**config.mk**
```make
export PLATFORM = sky130hd
export DESIGN_NAME = sweep_monitor
export DESIGN_NICKNAME = d
export VERILOG_FILES = /design/src/rtl/sweep_monitor.sv
export SDC_FILE = /design/constraint.sdc
export NUM_CORES = 1
export LEC_CHECK = 0
export BUFFER_PORTS_ARGS = -buffer_cell sky130_fd_sc_hd__clkbuf_2
export CORE_ASPECT_RATIO = 0.75
export CORE_UTILIZATION = 40
export DETAILED_ROUTE_END_ITERATION = 10
export PLACE_DENSITY_LB_ADDON = 0.25
export SYNTH_ARGS = -nofsm -noshare
export SYNTH_HDL_FRONTEND = slang
export SYNTH_SLANG_ARGS = --single-unit
```
**constraint.sdc**
```tcl
create_clock -name clk -period 2.4 [get_ports clk]
set_input_delay 0.12 -clock clk [delete_from_list [all_inputs] [get_ports clk]]
set_output_delay 0.12 -clock clk [all_outputs]
set_load 0.1 [all_outputs]
```
**src/rtl/sweep_monitor.sv**
```systemverilog
// Watches a bounded up-counter. It checks that every sweep is a clean 0,1,2,... ramp
// followed by a return to 0, and it reports the peak and the number of completed sweeps.
module sweep_monitor #(
    parameter int N = 3,
    parameter int W = 8
) (
    input  logic         clk,
    input  logic         reset,
    input  logic         en,
    input  logic         clear,
    input  logic [N:0]   count_in,
    input  logic [N:0]   limit_in,
    output logic [N:0]   peak,
    output logic         peak_valid,
    output logic [W-1:0] sweep_count,
    output logic         tracking,
    output logic         step_error,
    output logic         limit_error
);

    typedef enum logic [1:0] {IDLE, TRACK, FAULT} state_t;

    localparam logic [N:0]   VAL_ONE = 1;
    localparam logic [W-1:0] CNT_ONE = 1;

    state_t       state_q, state_d;
    logic [N:0]   prev_q, prev_d;
    logic [N:0]   peak_q, peak_d;
    logic         pv_q, pv_d;
    logic [W-1:0] cnt_q, cnt_d;
    logic         trk_q, trk_d;
    logic         serr_q, serr_d;
    logic         lerr_q, lerr_d;

    function automatic logic [W-1:0] sat_inc(input logic [W-1:0] v);
        return (v == {W{1'b1}}) ? v : v + CNT_ONE;
    endfunction

    // An all-ones limit cannot be exceeded by one, so the counter tops out at the limit itself.
    function automatic logic [N:0] expected_peak(input logic [N:0] lim);
        return (lim == {(N+1){1'b1}}) ? lim : lim + VAL_ONE;
    endfunction

    always_comb begin
        state_d = state_q;
        prev_d  = prev_q;
        peak_d  = peak_q;
        pv_d    = 1'b0;
        cnt_d   = cnt_q;
        serr_d  = serr_q;
        lerr_d  = lerr_q;
        if (clear) begin
            state_d = IDLE;
            cnt_d   = '0;
            serr_d  = 1'b0;
            lerr_d  = 1'b0;
        end else if (en) begin
            unique case (state_q)
                IDLE: begin
                    if (count_in == '0) begin
                        prev_d  = '0;
                        state_d = TRACK;
                    end
                end
                TRACK: begin
                    if (count_in == '0 && prev_q != '0) begin
                        peak_d = prev_q;
                        pv_d   = 1'b1;
                        cnt_d  = sat_inc(cnt_q);
                        prev_d = '0;
                        if (prev_q != expected_peak(limit_in))
                            lerr_d = 1'b1;
                    end else if (count_in != '0 && count_in == prev_q + VAL_ONE) begin
                        prev_d = count_in;
                    end else begin
                        serr_d  = 1'b1;
                        state_d = FAULT;
                    end
                end
                default: ;
            endcase
        end
        trk_d = (state_d == TRACK);
    end

    always_ff @(posedge clk) begin
        if (reset) begin
            state_q <= IDLE;
            prev_q  <= '0;
            peak_q  <= '0;
            pv_q    <= 1'b0;
            cnt_q   <= '0;
            trk_q   <= 1'b0;
            serr_q  <= 1'b0;
            lerr_q  <= 1'b0;
        end else begin
            state_q <= state_d;
            prev_q  <= prev_d;
            peak_q  <= peak_d;
            pv_q    <= pv_d;
            cnt_q   <= cnt_d;
            trk_q   <= trk_d;
            serr_q  <= serr_d;
            lerr_q  <= lerr_d;
        end
    end

    assign peak        = peak_q;
    assign peak_valid  = pv_q;
    assign sweep_count = cnt_q;
    assign tracking    = trk_q;
    assign step_error  = serr_q;
    assign limit_error = lerr_q;

endmodule

```
After elaboration in Yosys (flattened, before gate mapping)
Cells that the tools add are included.

Bitwise gates (word level): 6. Muxes and demuxes: 12. $add $sub $neg: 3. Reduce and logical (&&, ||, !) cells: 14. Equal/unequal tests: 8.

Operators with widths (count): two-way mux 4 bit (4); AND reduction 4 bit (4); two-way mux 2 bit (5); adder 4 x 1 -> 4 bit (second input constant) (2); adder 8 x 1 -> 8 bit (second input constant) (1); == test 8 bit (second input constant) (1); one-hot mux 4 bit (2 select lines) (1); nonzero test 4 bit (2); NOT 1 bit (6); AND reduction 5 bit (1); == test 2 x 1 -> 1 bit (second input constant) (2); == test 4 bit (1); == test 4 bit (second input constant) (1); logical NOT 4 bit (1); != test 4 bit (1); one-hot mux 2 bit (2 select lines) (1); OR reduction 4 bit (1); != test 3 bit (second input constant) (1); logical AND 1 bit (2); logical NOT 2 bit (1); != test 2 bit (second input constant) (1); nonzero test 2 bit (1); OR reduction 2 bit (1); two-way mux 1 bit (1).

Input port bits: 12. Logic and storage cells: 51. Register bits: 22.

Logic depth before layout (Yosys ltp)
Gate-level depths: netlist (run 1).

Depth after elaboration: 9. Depth in mapped cells: 10. Depth with buffers taken out: 7.

Least setup slack after synthesis (run 1)
No wires, ideal clock.

Path kind: register to register. Start: reg cnt_q[0], in the netlist sweep_count[0]. End: reg cnt_q[3], in the netlist sweep_count[3]. Setup time: 0.128 ns. Clock period less this slack: 2.313 ns. Path slack: 0.087 ns. Stages on the path, launching flop included: 7. Arrival: 2.185 ns. Path buffers: 0. Cell sequence: dfxtp_1 ha_1 nand3_1 nor2_1 nor3_1 xnor2_1 nor2_1.

Word-level cells in the longest chain between the ends: 3.

Ends and longest elaborated chain: start, declared (line 30) `logic [W-1:0] cnt_q, cnt_d;`; start signal, assigned (line 101) `cnt_q <= cnt_d;`; branches (longest 3 deep; another with adder 8 x 1 -> 8 bit).

Parallel ways; which one is timed is not known. A chain may end at the register's enable or synchronous reset.

Worst setup path in the final report (run 1)
Start: reg prev_q[1]. End: reg cnt_q[5], in the netlist sweep_count[5].

Word-level cells in the longest chain between the ends: 3.

Ends and longest elaborated chain: start, declared (line 27) `logic [N:0] prev_q, prev_d;`; start signal, assigned (line 98) `prev_q <= prev_d;`; nonzero test 4 bit (line 66) `if (count_in == '0 && prev_q != '0) begin`; logical AND 1 bit (line 66); AND reduction 4 bit (no source line).

No other way between the ends.

==> qor.csv, run 1 <==
stage,metric,value,unit
critical_path,CP bufs+invs,1,
sta,final worst-path cycle share,0.9012,
power,pwr/cell area,479.5,nW/um2
routing,post-route ant nets,0,
critical_path,R2R Path Start,prev_q[1],
sta,# setup viols final,0,
power,VDD IR max,0.0002331,V
logic_synthesis,main combinational cell family by area after synthesis,simple AND/OR/NAND/NOR gates,
logic_synthesis,Cells after Synth,140,
critical_path,kind of critical path,flip-flop to flip-flop,
sta,Worst-Margin Slew,706.9,ps
clock_network,setup bufs post-CTS,0,
critical_path,Worst Path Max Fanout,15,
floorplanning,die width,65.80,um
critical_path,CP startpoint kind,flip-flop,
global_routing,GR Overflow Total,0,
critical_path,Worst EP required,2550,ps
cells_and_area,Final Net Count,182,
logic_synthesis,Post-Synth Adder-Cell Area,0.04098,
logic_synthesis,register area share after synthesis,0.3607,
status,outcome,"complete, no violations",
place,Setup Slack @ Placement,232.8,ps
hold_path,Hold Crit Start,count_in[0],
clock_network,Clock Latency Late Sink,260,ps
sta,Max-slew headroom,0.5270,
routing,DR DRC count,0,
cells_and_area,Ant. Diodes,0,
cells_and_area,layout cell share with drive strength beyond 1,0.2606,
global_routing,vias in the first global route,961,
logic_synthesis,Synth Area in Compound Gates,0.1066,
critical_path,CP peak stage delay,660,ps
global_routing,GRT Overall Usage,0.1641,
sta,Final min period,2163,ps
routing,Pre-Repair DR Iteration Count,4,
power,Power Total,682.1,uW
critical_path,Setup crit end kind,flip-flop,
routing,initial DRC count,58,
sta,Layout Skew,2.737,ps
global_routing,initial antenna violation count,0,
sta,RSZ-0062 raised after global routing,false,
routing,WL final,2476,um
logic_synthesis,"Net Count, Synth",156,
critical_path,R2R setup slack,240,ps
global_routing,first-pass GRT wire length,4202,um
clock_network,PostCTS Resize Cnt,0,
sta,Fin. Hold Viols,0,
floorplanning,Die Y,49.85,um
global_routing,largest net degree at the start of global routing,16,
logic_synthesis,post-synthesis mux area share,0.04918,
logic_synthesis,post-synthesis simple-gate area fraction,0.2746,
critical_path,crit path max-delay cell type,or4_4,
routing,WL per Instance,12.32,um
clock_network,CTS Buf Count,3,
floorplanning,Starting Density,0.4453,
cells_and_area,post-layout util,0.5187,
logic_synthesis,"Distinct cells, synth",34,
sta,setup TNS,0,ps
critical_path,critical path arrival,2310,ps
logic_synthesis,cell area after synthesis,1221,um2
clock_network,H-tree depth,1,
floorplanning,num rows,16,
clock_network,CTS Hold Bufs,0,
sta,worst setup margin,237.1,ps
logic_synthesis,XOR/XNOR Fraction of Synth Area,0.1219,
clock_network,CTS tree,done,
hold_path,worst min-delay path class,input pin to flip-flop,
critical_path,CP Launch Point,prev_q[1],
routing,via count,1058,
flow_run,MaxCap Viol Count,0,
power,P_leak,0.5462,nW
routing,Via-to-Cell Ratio,5.264,
cells_and_area,synth-to-layout area growth,16.50,%
sta,"Slew Viols, Final",0,
clock_network,Sink Count,22,
place,gpl congestion,0.8467,
logic_synthesis,"flops & latches, synth",22,
critical_path,crit-path cells,inv_1 -> ha_1 -> nor3b_1 -> or4_4 -> nor4_2 -> xnor2_1 -> nor2_1,
floorplanning,Die Area,3280,um2
critical_path,Crit path max-delay family,simple AND/OR/NAND/NOR gates,
place,port bufs,27,
clock_network,CTS Buffer Depth,2,
logic_synthesis,syn_area_per_cell,8.723,um2
floorplanning,core area,2743,um2
clock_network,clk root buf,clkbuf_8,
sta,FMAX,0.4623,GHz
cells_and_area,fillcell total,251,
logic_synthesis,synth warn,0,
clock_network,Clock transition at path regs,80,ps
floorplanning,I/O pin count,28,
place,dpl hpwl,1938,um
[flip-flops by register name, summed over array words and instances (netlist names)]
| name | count |
|---|---|
| step_error | 1 |
| tracking | 1 |
| peak_valid | 1 |
| sweep_count | 8 |
| limit_error | 1 |
| state_q | 2 |
| peak | 4 |
| prev_q | 4 |
[cells in the final DEF (no fill, tap or decap), types with 2 or more instances in the layout]
cell type,Yosys,layout
mux2i_1,6,6
nand4_1,2,2
nor2_2,2,2
nand2_1,12,12
or4_4,2,2
inv_1,4,4
xor2_1,3,3
nor3_1,4,4
nand2b_1,6,6
dfxtp_1,22,22
nor2_1,16,16
clkbuf_2,0,27
a31oi_1,2,2
nor4_2,3,3
xnor2_1,14,14
a21oi_1,6,6
clkbuf_8,0,4
ha_1,4,4
nand3_1,6,6
o21ai_1,5,5
[where the power goes]
part           internal, mW  total [mW]  switching, mW
Clock                 0.146       0.265          0.119
Sequential            0.365       0.365       0.000260
Combinational        0.0226      0.0519         0.0293
[per-stage QoR]
stage / hold WS (ps) / instance area, um2 / instances
floorplan: 258.8 / 1221 / 140
global placement: 406.8 / 1368 / 197
detailed placement: 406.5 / 1368 / 197
CTS: 128.4 / 1423 / 201
global route: 125.6 / 1423 / 201
finish: 135.0 / 1423 / 201
[path summary, 6_finish.rpt]
path | end | cells after the start
worst max-delay path | sweep_count[5] | 7
worst min-delay path | prev_q[0] | 3
worst max register to register | sweep_count[5] | 7
worst min register to register | peak[0] | 2
[routing by layer]
layer	part of all wire	track usage	wire length (um)	up-vias
met2	0.43	0.2568	1057	30
li1	-	-	-	535
met3	0.052	0.05324	129	4
met1	0.51	0.2203	1270	489
met5	0	0	0	-
met4	0.0077	0.02899	19	0
[Yosys cell counts, drive strengths merged]
cell type  number  share of area
nor4            3          0.031
nor4b           2          0.019
a221oi          1         0.0072
ha              4          0.041
dfxtp          22           0.36
o21ai           6          0.025
nand4           2          0.010
a21boi          1         0.0061
a21oi           6          0.025
xor2            3          0.022
o21a            1         0.0061
buf             2          0.018
a211oi          1         0.0061
mux2i           6          0.049
clkbuf          5          0.015
o2111ai         1         0.0072
nor3            4          0.016
nor3b           2          0.016
xnor2          14           0.10
nand2b          6          0.031
nand3b          1         0.0061
a31oi           2          0.010
o21bai          1         0.0061
or4             2          0.018
or2             1         0.0051
nand3           6          0.025
nor2           18          0.059
o21ba           1         0.0082
nand2          12          0.037
inv             4          0.012
[kinds of logic after synthesis]
| kind of cell | after synthesis |
|---|---|
| and+or+nand+nor | 59 |
| DFF | 22 |
| AOI/OAI and AO/OA | 21 |
| xor gates and xnor gates | 17 |
| buffers and inverters | 11 |
| muxes | 6 |
| adders and majority gates | 4 |
[layout make-up]
class | count | area [um2] | area share
sequential | 22 | 440.4 | 0.3096
inverter | 4 | 15.01 | 0.01055
multi-input combinational | 107 | 724.4 | 0.5092
clock buffer | 4 | 55.05 | 0.03870
timing repair buffer | 28 | 142.6 | 0.1003
tap | 36 | 45.04 | 0.03166
[worst min-delay path: stages]
cell	delay, ps
clkbuf_2	110
nand2_1	60
mux2i_1	50
No activity file was read; power rests on OpenSTA's default activity.
==> inputs of run 2 (changes only) <==
==> constraint.sdc (replaced) <==
create_clock -name clk -period 2.11 [get_ports clk]
set_input_delay 0.1055 -clock clk [delete_from_list [all_inputs] [get_ports clk]]
set_output_delay 0.1055 -clock clk [all_outputs]
set_load 0.1 [all_outputs]
==> run 2 against run 1 <==
  * Clock power fell by 5%
  * Total power up 6.4%
  * Utilization increased by 0.87 points
  * Sequential cell count stayed put
  * Die area unchanged
  * Cell count up 1.5%
  * Sequential share of layout area about the same
  * Critical path type unchanged
==> qor.csv, run 2 (synthesis results as in run 1) <==
stage,metric,value,unit,change
floorplanning,die width,65.80,um,unchanged
clock_network,CTS Hold Bufs,0,,unchanged
clock_network,clk root buf,clkbuf_8,,
clock_network,CTS tree,done,,
critical_path,CP bufs+invs,1,,unchanged
cells_and_area,max reg flops,8,,unchanged
clock_network,Clock Latency Late Sink,260,ps,about the same
sta,Max-slew headroom,0.6346,,+0.1076
critical_path,Worst Path Max Fanout,7,,-8
cells_and_area,Non-Filler Instances,204,,+1.5%
sta,setup TNS,0,ps,unchanged
global_routing,met3 Resource Use GR,0.05093,,-0.002315
routing,Via-to-Cell Ratio,5.127,,-2.6%
sta,FMAX,0.5293,GHz,+14%
sta,Final min period,1889,ps,-273.5 ps
power,power share of the clock group,0.346,,-0.043
floorplanning,core area,2743,um2,unchanged
critical_path,Worst EP required,2250,ps,-300 ps
floorplanning,num rows,16,,unchanged
critical_path,Crit path max-delay family,simple AND/OR/NAND/NOR gates,,
sta,Layout Skew,1.451,ps,-1.286 ps
global_routing,grt met1 use,0.2345,,+0.01412
cells_and_area,most frequent cells in the layout,"27 x clkbuf_2, 16 x nor2_1, 16 x dfxtp_1",,
clock_network,CTS Buf Count,3,,unchanged
cells_and_area,Final Net Count,186,,+2.2%
sta,Fin. Hold Viols,0,,unchanged
cells_and_area,layout cell share with drive strength beyond 1,0.3095,,+0.04892
power,VDD IR max,0.0003987,V,+71%
place,gpl congestion,0.8588,,+1.4%
hold_path,worst min-delay path class,input pin to flip-flop,,
place,dpl hpwl,2040,um,+5.3%
floorplanning,I/O pin count,28,,unchanged
clock_network,CTS Buffer Depth,2,,unchanged
routing,DR DRC count,0,,unchanged
critical_path,kind of critical path,flip-flop to flip-flop,,
global_routing,grt peak-use layer,met2,,
cells_and_area,synth-to-layout area growth,18.44,%,
global_routing,vias in the first global route,986,,+2.6%
cells_and_area,Ant. Diodes,0,,unchanged
power,internal power,568.0,uW,+6.5%
critical_path,CP startpoint kind,flip-flop,,
critical_path,Setup crit end kind,flip-flop,,
power,combinational group share of total power,0.082,,+0.006
critical_path,critical path arrival,2030,ps,-280 ps
sta,RSZ-0062 raised after global routing,false,,
status,outcome,"complete, no violations",,
routing,initial DRC count,57,,-1.7%
clock_network,H-tree depth,1,,unchanged
routing,post-route ant nets,0,,unchanged
global_routing,GRT Overall Usage,0.1723,,+0.008252
flow_run,MaxCap Viol Count,0,,unchanged
critical_path,crit-path cells,inv_1 -> ha_1 -> nor3b_1 -> or4_4 -> nor4b_2 -> xnor2_1 -> nor2_1,,
sta,"Slew Viols, Final",0,,unchanged
routing,WL per Instance,12.35,um,+0.28%
global_routing,largest net degree at the start of global routing,12,,-4
critical_path,crit path max-delay cell type,or4_4,,
power,switching power total,157.8,uW,+6.2%
global_routing,GR Overflow Total,0,,unchanged
cells_and_area,fillcell total,271,,+8.0%
place,Inst Count DP,201,,+2.0%
clock_network,Sink Count,22,,unchanged
routing,via count,1046,,-1.1%
global_routing,first-pass GRT wire length,4381,um,+4.3%
place,port bufs,27,,unchanged
sta,Worst-Margin Slew,550.5,ps,-156.4 ps
clock_network,Clock transition at path regs,70,ps,about the same
cells_and_area,"most common cell after layout, fill and taps aside",clkbuf_2,,
power,Switching Fraction,0.2174,,-0.0004574
sta,final worst-path cycle share,0.8955,,-0.005759
sta,hold slack,124.4,ps,-10.55 ps
power,P_leak,0.5626,nW,+3.0%
power,Power Total,725.7,uW,+6.4%
power,Reg power frac,0.572,,+0.037
routing,WL final,2520,um,+1.8%
global_routing,M2 GR Usage,0.2704,,+0.01361
sta,# setup viols final,0,,unchanged
critical_path,R2R setup slack,220,ps,-20 ps
routing,Pre-Repair DR Iteration Count,4,,unchanged
floorplanning,Die Area,3280,um2,unchanged
floorplanning,Die Y,49.85,um,unchanged
critical_path,CP peak stage delay,510,ps,-150 ps
cells_and_area,post-layout util,0.5274,,+0.008668
power,pwr/cell area,501.8,nW/um2,+4.6%
global_routing,initial antenna violation count,0,,unchanged
floorplanning,Starting Density,0.4453,,unchanged
run 2: cell types whose count changed in the layout (fill, tap and decap cells not counted), sizes merged:
cell,previous run,this run
buf,1,5
clkbuf,31,30
run 2: cell type report:
class / count / area (um2) / area share
multi-input cells: 107 / 724.4 / 0.5009
flip-flops and latches: 22 / 447.9 / 0.3097
repair buffers: 32 / 172.7 / 0.1194
well taps: 36 / 45.04 / 0.03114
inverters: 4 / 15.01 / 0.01038
clock buffers: 3 / 41.29 / 0.02855
run 2: per-layer routing:
metal	vias to the layer above	routed length (um)
met5	-	0
li1	540	-
met3	0	155
met4	0	0
met1	480	1247
met2	26	1117
run 2: worst paths after layout:
kind,startpoint,end,cells past startpoint
worst min register to register,peak[0],peak[0],2
worst max register to register,prev_q[1],sweep_count[4],7
worst min-delay path,count_in[3],prev_q[3],3
worst max-delay path,prev_q[1],sweep_count[4],7
run 2: what timing repair did:
action,CTS,global route
setup buffers,0,0
setup endpoints to repair,0,3
gates resized for setup,0,0
run 2: power groups by stage:
stage / Combinational [mW] / Sequential [mW] / Clock, mW
after CTS: 0.0595 / 0.415 / 0.260
after global placement: 0.0570 / 0.425 / 0
after floorplan: 0.0355 / 0.426 / 0
after detailed placement: 0.0594 / 0.425 / 0
final: 0.0592 / 0.415 / 0.251
after global routing: 0.0653 / 0.415 / 0.282
run 2: worst min-delay path: cells and delay by family:
kind / cells / cell delay, ps
simple gates: 1 / 60
mux: 1 / 50
buf+inv: 1 / 120
run 2: stage by stage:
step                area, um2  setup slack [ps]
floorplan                1230             10.66
global placement         1405             140.6
detailed placement       1405             137.1
CTS                      1446             114.4
global route             1446             79.51
finish                   1446             220.6
